<file path="config.mk">
export PLATFORM = sky130hd
export DESIGN_NAME = irrigation_actuator_sequencer
export DESIGN_NICKNAME = d
export VERILOG_FILES = /design/src/rtl/irrigation_actuator_sequencer.sv
export SDC_FILE = /design/constraint.sdc
export NUM_CORES = 1
export LEC_CHECK = 0
export CAP_MARGIN = 10
export CORE_MARGIN = 1
export CORE_UTILIZATION = 45
export CTS_BUF_LIST = sky130_fd_sc_hd__clkbuf_8
export DETAILED_ROUTE_END_ITERATION = 10
export PLACE_DENSITY = 0.66
export SLEW_MARGIN = 10
export SYNTH_ARGS = -nofsm -noshare
export SYNTH_HDL_FRONTEND = slang
export SYNTH_SLANG_ARGS = --single-unit
</file>
<file path="constraint.sdc">
create_clock -name clk -period 5.7 [get_ports clk]
set_clock_uncertainty 0.1 [all_clocks]
set_input_delay 1.425 -clock clk [delete_from_list [all_inputs] [get_ports clk]]
set_output_delay 1.425 -clock clk [all_outputs]
set_load 0.02 [all_outputs]
</file>
<file path="src/rtl/irrigation_actuator_sequencer.sv">
// Registered actuator stage for irrigation requests: dwell-timed pump/valve drive, error latch, alarm blink.
// Build option: define MAX_ON_TIMEOUT_EN to bound irrigation on time and enable the sticky timeout flag.
module irrigation_actuator_sequencer #(
  parameter int MIN_ON_CYCLES  = 8,
  parameter int MIN_OFF_CYCLES = 4,
  parameter int BLINK_HALF     = 4,
  parameter int MAX_ON_CYCLES  = 64
) (
  input  logic       clk,
  input  logic       rst,
  input  logic       ve_req,
  input  logic       bs_req,
  input  logic       vs_req,
  input  logic       al_in,
  input  logic       e_in,
  input  logic       ack,
  output logic       ve_out,
  output logic       bs_out,
  output logic       vs_out,
  output logic       alarm_led,
  output logic       err_latched,
  output logic [2:0] state_o,
  output logic       timeout
);

  function automatic int max4(input int a, input int b, input int c, input int d);
    int m;
    m = a;
    if (b > m) m = b;
    if (c > m) m = c;
    if (d > m) m = d;
    return m;
  endfunction

  localparam int CW = $clog2(max4(MIN_ON_CYCLES, MIN_OFF_CYCLES, BLINK_HALF, MAX_ON_CYCLES)) + 1;

  localparam logic [CW-1:0] ON_LAST   = CW'(MIN_ON_CYCLES - 1);
  localparam logic [CW-1:0] OFF_LAST  = CW'(MIN_OFF_CYCLES - 1);
  localparam logic [CW-1:0] BLINK_LEN = CW'(BLINK_HALF);
  localparam logic [CW-1:0] CNT_SAT   = {CW{1'b1}};
  localparam logic [CW-1:0] CNT_ZERO  = {CW{1'b0}};
  localparam logic [CW-1:0] CNT_ONE   = {{(CW-1){1'b0}}, 1'b1};

  typedef enum logic [2:0] {
    ST_IDLE     = 3'd0,
    ST_SPRINKLE = 3'd1,
    ST_DRIP     = 3'd2,
    ST_COOLDOWN = 3'd3,
    ST_FAULT    = 3'd4
  } state_t;

  state_t          state_r;
  state_t          state_next_s;
  logic [CW-1:0]   dwell_r;
  logic [CW-1:0]   dwell_next_s;
  logic            fault_s;
  logic            max_on_hit_s;
  logic            timeout_set_s;
  logic            err_r;
  logic            err_next_s;
  logic            ve_r;
  logic            ve_next_s;
  logic [CW-1:0]   ve_cnt_r;
  logic [CW-1:0]   ve_cnt_next_s;
  logic            led_r;
  logic            led_next_s;
  logic [CW-1:0]   blink_cnt_r;
  logic [CW-1:0]   blink_cnt_next_s;
  logic            bs_r;
  logic            vs_r;
  logic            timeout_r;

  assign fault_s = al_in | e_in | err_r;

`ifdef MAX_ON_TIMEOUT_EN
  localparam logic [CW-1:0] MAX_ON_LAST = CW'(MAX_ON_CYCLES - 1);
  assign max_on_hit_s = (dwell_r >= MAX_ON_LAST);
`else
  assign max_on_hit_s = 1'b0;
`endif

  // Irrigation mode selection; faults override every dwell requirement.
  always_comb begin
    state_next_s  = state_r;
    timeout_set_s = 1'b0;
    case (state_r)
      ST_IDLE: begin
        if (fault_s) begin
          state_next_s = ST_FAULT;
        end else if (timeout_r) begin
          state_next_s = ST_IDLE;
        end else if (bs_req) begin
          state_next_s = ST_SPRINKLE;
        end else if (vs_req) begin
          state_next_s = ST_DRIP;
        end else begin
          state_next_s = ST_IDLE;
        end
      end
      ST_SPRINKLE: begin
        if (fault_s) begin
          state_next_s = ST_FAULT;
        end else if (max_on_hit_s) begin
          state_next_s  = ST_COOLDOWN;
          timeout_set_s = 1'b1;
        end else if (!bs_req && (dwell_r >= ON_LAST)) begin
          state_next_s = ST_COOLDOWN;
        end else begin
          state_next_s = ST_SPRINKLE;
        end
      end
      ST_DRIP: begin
        if (fault_s) begin
          state_next_s = ST_FAULT;
        end else if (max_on_hit_s) begin
          state_next_s  = ST_COOLDOWN;
          timeout_set_s = 1'b1;
        end else if (!vs_req && (dwell_r >= ON_LAST)) begin
          state_next_s = ST_COOLDOWN;
        end else begin
          state_next_s = ST_DRIP;
        end
      end
      ST_COOLDOWN: begin
        if (fault_s) begin
          state_next_s = ST_FAULT;
        end else if (dwell_r >= OFF_LAST) begin
          state_next_s = ST_IDLE;
        end else begin
          state_next_s = ST_COOLDOWN;
        end
      end
      ST_FAULT: begin
        if (!fault_s) begin
          state_next_s = ST_COOLDOWN;
        end else begin
          state_next_s = ST_FAULT;
        end
      end
      default: begin
        state_next_s = ST_IDLE;
      end
    endcase
  end

  // Dwell counter restarts on every state change and saturates.
  always_comb begin
    dwell_next_s = dwell_r;
    if (state_next_s != state_r) begin
      dwell_next_s = CNT_ZERO;
    end else if (dwell_r != CNT_SAT) begin
      dwell_next_s = dwell_r + CNT_ONE;
    end else begin
      dwell_next_s = dwell_r;
    end
  end

  // Error latch: a simultaneous ack cannot clear an active error.
  always_comb begin
    err_next_s = err_r;
    if (e_in) begin
      err_next_s = 1'b1;
    end else if (ack) begin
      err_next_s = 1'b0;
    end else begin
      err_next_s = err_r;
    end
  end

  // Inlet valve with its own min on/off dwell; errors force it off at once.
  always_comb begin
    ve_next_s     = ve_r;
    ve_cnt_next_s = ve_cnt_r;
    if (e_in || err_r) begin
      ve_next_s = 1'b0;
    end else if (!ve_r) begin
      if (ve_req && (ve_cnt_r >= OFF_LAST)) begin
        ve_next_s = 1'b1;
      end else begin
        ve_next_s = 1'b0;
      end
    end else begin
      if (!ve_req && (ve_cnt_r >= ON_LAST)) begin
        ve_next_s = 1'b0;
      end else begin
        ve_next_s = 1'b1;
      end
    end
    if (ve_next_s != ve_r) begin
      ve_cnt_next_s = CNT_ZERO;
    end else if (ve_cnt_r != CNT_SAT) begin
      ve_cnt_next_s = ve_cnt_r + CNT_ONE;
    end else begin
      ve_cnt_next_s = ve_cnt_r;
    end
  end

  // Alarm indicator; blink_cnt of zero marks "not blinking" so the pattern restarts high.
  always_comb begin
    led_next_s       = 1'b0;
    blink_cnt_next_s = CNT_ZERO;
    if (err_next_s) begin
      led_next_s       = 1'b1;
      blink_cnt_next_s = CNT_ZERO;
    end else if (al_in) begin
      if (blink_cnt_r == CNT_ZERO) begin
        led_next_s       = 1'b1;
        blink_cnt_next_s = CNT_ONE;
      end else if (blink_cnt_r >= BLINK_LEN) begin
        led_next_s       = ~led_r;
        blink_cnt_next_s = CNT_ONE;
      end else begin
        led_next_s       = led_r;
        blink_cnt_next_s = blink_cnt_r + CNT_ONE;
      end
    end else begin
      led_next_s       = 1'b0;
      blink_cnt_next_s = CNT_ZERO;
    end
  end

  // State, counters and all output registers.
  always_ff @(posedge clk) begin
    if (rst) begin
      state_r     <= ST_IDLE;
      dwell_r     <= CNT_ZERO;
      err_r       <= 1'b0;
      ve_r        <= 1'b0;
      ve_cnt_r    <= CNT_ZERO;
      led_r       <= 1'b0;
      blink_cnt_r <= CNT_ZERO;
      bs_r        <= 1'b0;
      vs_r        <= 1'b0;
      timeout_r   <= 1'b0;
    end else begin
      state_r     <= state_next_s;
      dwell_r     <= dwell_next_s;
      err_r       <= err_next_s;
      ve_r        <= ve_next_s;
      ve_cnt_r    <= ve_cnt_next_s;
      led_r       <= led_next_s;
      blink_cnt_r <= blink_cnt_next_s;
      bs_r        <= (state_next_s == ST_SPRINKLE);
      vs_r        <= (state_next_s == ST_DRIP);
      if (timeout_set_s) begin
        timeout_r <= 1'b1;
      end else if (ack) begin
        timeout_r <= 1'b0;
      end else begin
        timeout_r <= timeout_r;
      end
    end
  end

  assign ve_out      = ve_r;
  assign bs_out      = bs_r;
  assign vs_out      = vs_r;
  assign alarm_led   = led_r;
  assign err_latched = err_r;
  assign state_o     = state_r;
  assign timeout     = timeout_r;

endmodule

</file>
==> reports/qor.txt, run 1 <==
Worst reg2reg path depth -> 6
Initial antenna violation count -> 0
Outcome -> completed
Final ANT Viol Nets -> 0
Power per cell area -> 271.2 mW/mm²
RePlAce Congestion -> 0.7517
Slowest cell on crit path -> or4_4
Maximum clock rate -> 307.6 MHz
Slowest stage delay, CP -> 0.63 ns
FF-to-FF End -> dwell_r[1]
RSZ-0062 raised after global routing -> no
Core Region -> 0.003128 mm²
DRC violation count after routing -> 0
Drt wl/cell -> 13.36 µm
Port bufs -> 15
Final Max Tran Viols -> 0
Cells after Synth -> 165
Area leader, netlist -> dfxtp_1
Prevailing post-synth register cell -> dfxtp_1
Synth Cell Area -> 0.001511 mm²
First-pass DRT Iterations -> 4
Die X -> 59.96 µm
EDFF count, synth -> 0
Crit path from -> e_in
Post-CTS Resized -> 0
Synthesized area per cell -> 9.160 µm²
Hpwl dp -> 2.115 mm
Post-CTS setup buffers -> 0
Clock sink count -> 29
Setup CP Type -> in2reg
Slew margin rel. -> 59.41%
Met1 WL -> 1.510 mm
Met2 wire length -> 1.389 mm
Ports -> 17
Seq/Total Area, Yosys -> 38.41%
Vias -> 1243
Yosys warns -> 0
CP Launch Type -> input port
Final hold viol count -> 0
Req. time, crit path -> 5.75 ns
Critical path endpoint category -> flop
Synth cell types -> 49
Post-Layout Cell Count -> 228
Worst-path clk slew -> 0.06 ns
Nets -> 195
Top Metal Used -> met4
Period utilisation layout -> 57.03%
# fillers -> 268
Htree depth -> 2
Drt first-iter violations -> 53
Largest net degree at the start of global routing -> 15
CTS max path bufs -> 2
Post-Place Cells -> 220
Global-route wire length before repair -> 4.988 mm
Slew of the pin with the lowest slew margin -> 0.6081 ns
Min-Delay Path Depth -> 1
Die H -> 59.96 µm
Crit-path max FO -> 7
Most frequent cell after synthesis -> dfxtp_1
Yosys reg bits -> 29
Worst-Skew Late Latency -> 0.28 ns
Site Rows -> 20
R2R setup slack -> 3.64 ns
Post-synth top area share -> 38.41%
N_diodes -> 0
Top cells by area, synth -> dfxtp_1, nor2_1, a21oi_1
Vias per inst -> 5.452
Routed wl met3 -> 106 µm
Area Growth Syn to Fin -> 19.78%
Vias in the first global route -> 1104
Worst Hold Class -> reg2reg
MaxCap Viol Count -> 0
Die ar. -> 0.003595 mm²
Post-synth top cells -> dfxtp_1, nor2_1, a21oi_1, nand2_1
Initial core utilization -> 48.32%
CTS tree -> done
Endpoints failing setup -> 0
WP data arrival -> 3.31 ns
CP Cell Sequence -> clkdlybuf4s50_1, or4_4, nor4b_4, a2bb2oi_2, o211ai_4, nor3_1
Max VDD drop -> 0.1543 mV
Share of layout cells above drive strength 1 -> 13.04%
Fraction of registers with async set/reset -> 0%
CP endpoint -> dwell_r[0]
Clock root cell -> clkbuf_8
Hold-fix buffers at CTS -> 0
Tmin final -> 3.250 ns
Reg-to-reg critical path startpoint -> dwell_r[0]
Tot GR Track Use -> 18.87%
Total wire length -> 3.045 mm
Num CTS Buffers -> 5
Leak pwr -> 0.0006664 µW
Total Negative Setup Slacks -> 0 ns
Global route overflow -> 0
==> critical path, delay by kind of cell <==
family,cells,cell delay [ns]
simple gates,3,0.98
compound gates,2,0.40
buf+inv,1,0.49
==> final cells by class <==
type                    instances  area (µm²)  share of cell area (%)
clock buffers                   6       82.58                   4.561
well taps                      44       55.05                   3.041
inverters                       7       26.28                   1.451
flip-flops and latches         29       580.6                   32.07
multi-input cells             125       882.1                   48.72
repair buffers                 15       150.1                   8.293
clock inverters                 2       33.78                   1.866
==> sequential cells by signal, indices dropped and copies added, names as in the netlist <==
name,count
blink_cnt_r,7
dwell_r,7
ve_cnt_r,7
state_o,3
alarm_led,1
bs_out,1
err_latched,1
ve_out,1
vs_out,1
==> cell families after synthesis <==
family / count (synthesis) / synth area share, %
xor gates and xnor gates: 7 / 4.056
and+or+nand+nor: 74 / 31.54
adders and majority gates: 4 / 3.311
buffers and inverters: 15 / 4.222
other: 1 / 0.2481
muxes: 3 / 2.815
AOI/OAI and AO/OA: 32 / 15.40
DFF: 29 / 38.41
==> how the worst min path moves through the flow <==
| stage | slack [ns] | from | end |
|---|---|---|---|
| 3_3_place_gp | 0.36 | blink_cnt_r[0] | blink_cnt_r[0] |
| 5_1_grt | 0.41 | blink_cnt_r[0] | blink_cnt_r[0] |
| 4_1_cts | 0.37 | blink_cnt_r[0] | blink_cnt_r[0] |
| 2_1_floorplan | 0.33 | blink_cnt_r[0] | blink_cnt_r[0] |
| 6_report | 0.37 | blink_cnt_r[0] | blink_cnt_r[0] |
| 3_5_place_dp | 0.36 | blink_cnt_r[0] | blink_cnt_r[0] |
==> routing by layer <==
metal | vias to the layer above | global-route usage, %
met5 | - | 0
met4 | 0 | 5.980
met3 | 4 | 6.061
met2 | 26 | 27.94
met1 | 574 | 25.90
li1 | 639 | -
==> power by group <==
group	internal, µW	switching [µW]
sequential	210	10.7
combinational	25.2	28.2
clock	140	76.2
total	376	115
==> metrics by stage <==
| stage | setup WS, ns | hold slack, ns | util (%) | power [µW] | area, µm² |
|---|---|---|---|---|---|
| final | 2.450 | 0.3688 | 57.88 | 491.1 | 1810 |
| after global routing | 2.342 | 0.4142 | 57.88 | 512.8 | 1810 |
| after CTS | 2.458 | 0.3695 | 57.88 | 493.5 | 1810 |
| after detailed placement | 2.173 | 0.3625 | 54.16 | 278.3 | 1694 |
| after global placement | 2.196 | 0.3572 | 54.16 | 276.0 | 1694 |
| after floorplan | 2.803 | 0.3333 | - | 259.9 | 1526 |
==> cells in the final DEF, fill, tap and decap left out, types with 4 or more instances in the layout <==
| cell | synthesis | routed |
|---|---|---|
| a21oi_1 | 10 | 10 |
| and3_1 | 4 | 4 |
| clkbuf_8 | 0 | 6 |
| clkdlybuf4s50_1 | 0 | 15 |
| conb_1 | 1 | 5 |
| dfxtp_1 | 29 | 29 |
| ha_1 | 4 | 4 |
| inv_1 | 7 | 8 |
| nand2_1 | 10 | 10 |
| nand3_1 | 4 | 4 |
| nand4_1 | 8 | 8 |
| nor2_1 | 17 | 17 |
| nor3_1 | 8 | 8 |
| o21ai_0 | 4 | 4 |
| xnor2_1 | 4 | 4 |
(Power assumes the default switching activity.)
==> run 2: changes to the inputs <==
--- a/config.mk
+++ b/config.mk
@@ -10,7 +10,7 @@
 export CORE_UTILIZATION = 45
 export CTS_BUF_LIST = sky130_fd_sc_hd__clkbuf_8
 export DETAILED_ROUTE_END_ITERATION = 10
-export PLACE_DENSITY = 0.66
+export PLACE_DENSITY = 0.69
 export SLEW_MARGIN = 10
 export SYNTH_ARGS = -nofsm -noshare
 export SYNTH_HDL_FRONTEND = slang
==> constraint.sdc (replaced) <==
create_clock -name clk -period 2.8 [get_ports clk]
set_clock_uncertainty 0.1 [all_clocks]
set_input_delay 0.7 -clock clk [delete_from_list [all_inputs] [get_ports clk]]
set_output_delay 0.7 -clock clk [all_outputs]
set_load 0.02 [all_outputs]
==> run 2 against run 1 <==
- core utilization up 0.48 points
- sequential power up 100%
- clock-buffer cell count up 1
- critical path type unchanged
- cell count up 1.8%
- total power up 91%
==> reports/qor.txt, run 2 (synthesized netlist as in run 1, its figures left out) <==
Outcome -> completed
Htree depth -> 2
Die H -> 59.96 µm
Tmin final -> 2.487 ns
Clock sink count -> 29
R2R setup slack -> 0.73 ns
Met2 Resource Use GR -> 34.92%
CP Launch Type -> input port
Final Max Tran Viols -> 0
Dpl ws -> 0.07985 ns
Reg-to-reg critical path startpoint -> dwell_r[0]
Initial core utilization -> 48.32%
Slack of the critical path -> 0.3134 ns
Leak pwr -> 0.0006783 µW
Busiest layer in global routing -> met2
Area Growth Syn to Fin -> 20.78%
Endpoints failing setup -> 0
Total wire length -> 3.219 mm
DRC violation count after routing -> 0
Global-route wire length before repair -> 5.319 mm
Port bufs -> 15
Post-Place Cells -> 224
Vias per inst -> 5.534
Initial antenna violation count -> 0
Critical path endpoint category -> flop
RePlAce Congestion -> 0.8252
Req. time, crit path -> 2.85 ns
Grt met3 use -> 6.494%
Max VDD drop -> 0.2731 mV
Final instance area -> 0.001826 mm²
Worst-Skew Late Latency -> 0.28 ns
MaxCap Viol Count -> 0
Largest net degree at the start of global routing -> 15
Slew margin rel. -> 65.26%
Worst reg2reg path depth -> 6
Tot GR Track Use -> 20.29%
CP Cell Sequence -> clkdlybuf4s50_1, or4_4, nor4b_4, a2bb2oi_2, o211ai_4, nor3_1
Worst-path clk slew -> 0.06 ns
First-pass DRT Iterations -> 4
Power per cell area -> 513.7 mW/mm²
Post-CTS setup buffers -> 0
Global route overflow -> 0
Hpwl dp -> 2.278 mm
Leading registers by flop count -> blink_cnt_r: 7 flops, dwell_r: 7 flops, ve_cnt_r: 7 flops
Hold Startpoint -> blink_cnt_r[0]
Die X -> 59.96 µm
Total Negative Setup Slacks -> 0 ns
Hold-fix buffers at CTS -> 0
Vias -> 1284
FF-to-FF End -> dwell_r[1]
Final hold viol count -> 0
Maximum clock rate -> 402.2 MHz
Num CTS Buffers -> 5
Ports -> 17
Final ANT Viol Nets -> 0
Worst Hold Class -> reg2reg
Crit-path max FO -> 7
Drt first-iter violations -> 56
N_diodes -> 0
Core Region -> 0.003128 mm²
Period utilisation layout -> 88.81%
Placed Area -> 0.001724 mm²
GR Layer Usage met1 -> 22.06%
RSZ-0062 raised after global routing -> no
Clock root cell -> clkbuf_8
Die ar. -> 0.003595 mm²
Hold Path Sink -> blink_cnt_r[0]
Vias in the first global route -> 1243
Most frequent cells in the layout -> dfxtp_1, nor2_1, clkdlybuf4s50_1
CTS max path bufs -> 2
CTS tree -> done
Share of layout cells above drive strength 1 -> 15.43%
WP data arrival -> 2.54 ns
# fillers -> 306
Nets -> 199
Post-Layout Cell Count -> 232
Site Rows -> 20
Slowest cell on crit path -> or4_4
Slowest stage delay, CP -> 0.60 ns
Drt wl/cell -> 13.88 µm
Most common cell after layout, fill and taps aside -> dfxtp_1
Setup CP Type -> in2reg
Slew of the pin with the lowest slew margin -> 0.5204 ns
Post-CTS Resized -> 0
Min-Delay Path Depth -> 1
-- run 2: worst max-delay path, delay by kind of cell --
| kind | cells | cell delay (ns) |
|---|---|---|
| AOI/OAI and AO/OA | 2 | 0.41 |
| buffers and inverters | 1 | 0.43 |
| and+or+nand+nor | 3 | 0.99 |
-- run 2: power by group --
| group | total (µW) | switching [µW] | leakage (µW) | internal [µW] |
|---|---|---|---|---|
| Clock | 375 | 153 | 0.0000542 | 222 |
| Combinational | 115 | 60.5 | 0.000387 | 55.0 |
| Sequential | 448 | 19.3 | 0.000237 | 428 |
-- run 2: worst max-delay path by stage --
stage / start / endpoint / slack, ns / cells after the start
6_report: e_in / dwell_r[2] / 0.31 / 6
3_3_place_gp: e_in / dwell_r[3] / 0.12 / 6
5_1_grt: e_in / dwell_r[2] / 0.28 / 6
2_1_floorplan: e_in / dwell_r[0] / 0.63 / 5
3_5_place_dp: e_in / dwell_r[2] / 0.08 / 6
4_1_cts: e_in / dwell_r[2] / 0.33 / 6
-- run 2: cell type report --
type	instances	area [µm²]	area share, %
Clock inverter	1	5.005	0.2742
Clock buffer	7	96.34	5.278
Timing Repair Buffer	19	180.2	9.870
Sequential cell	29	580.6	31.80
Tap cell	44	55.05	3.016
Inverter	7	26.28	1.439
Multi-Input combinational cell	125	882.1	48.32
-- run 2: layer usage --
metal | vias to the layer above | share of wire (%)
met2 | 24 | 50
met4 | 0 | 2.0
met1 | 610 | 44
met3 | 6 | 3.5
met5 | - | 0
li1 | 644 | -
-- run 2: per-stage QoR --
stage                     power, µW  utilization [%]  hold WS [ns]
final                         937.7            58.36        0.3737
after global routing          984.8            58.36        0.3879
after CTS                     950.3            58.36        0.3699
after detailed placement      570.7            55.12        0.3606
after global placement        565.5            55.12        0.3493
after floorplan               529.1                -        0.3333
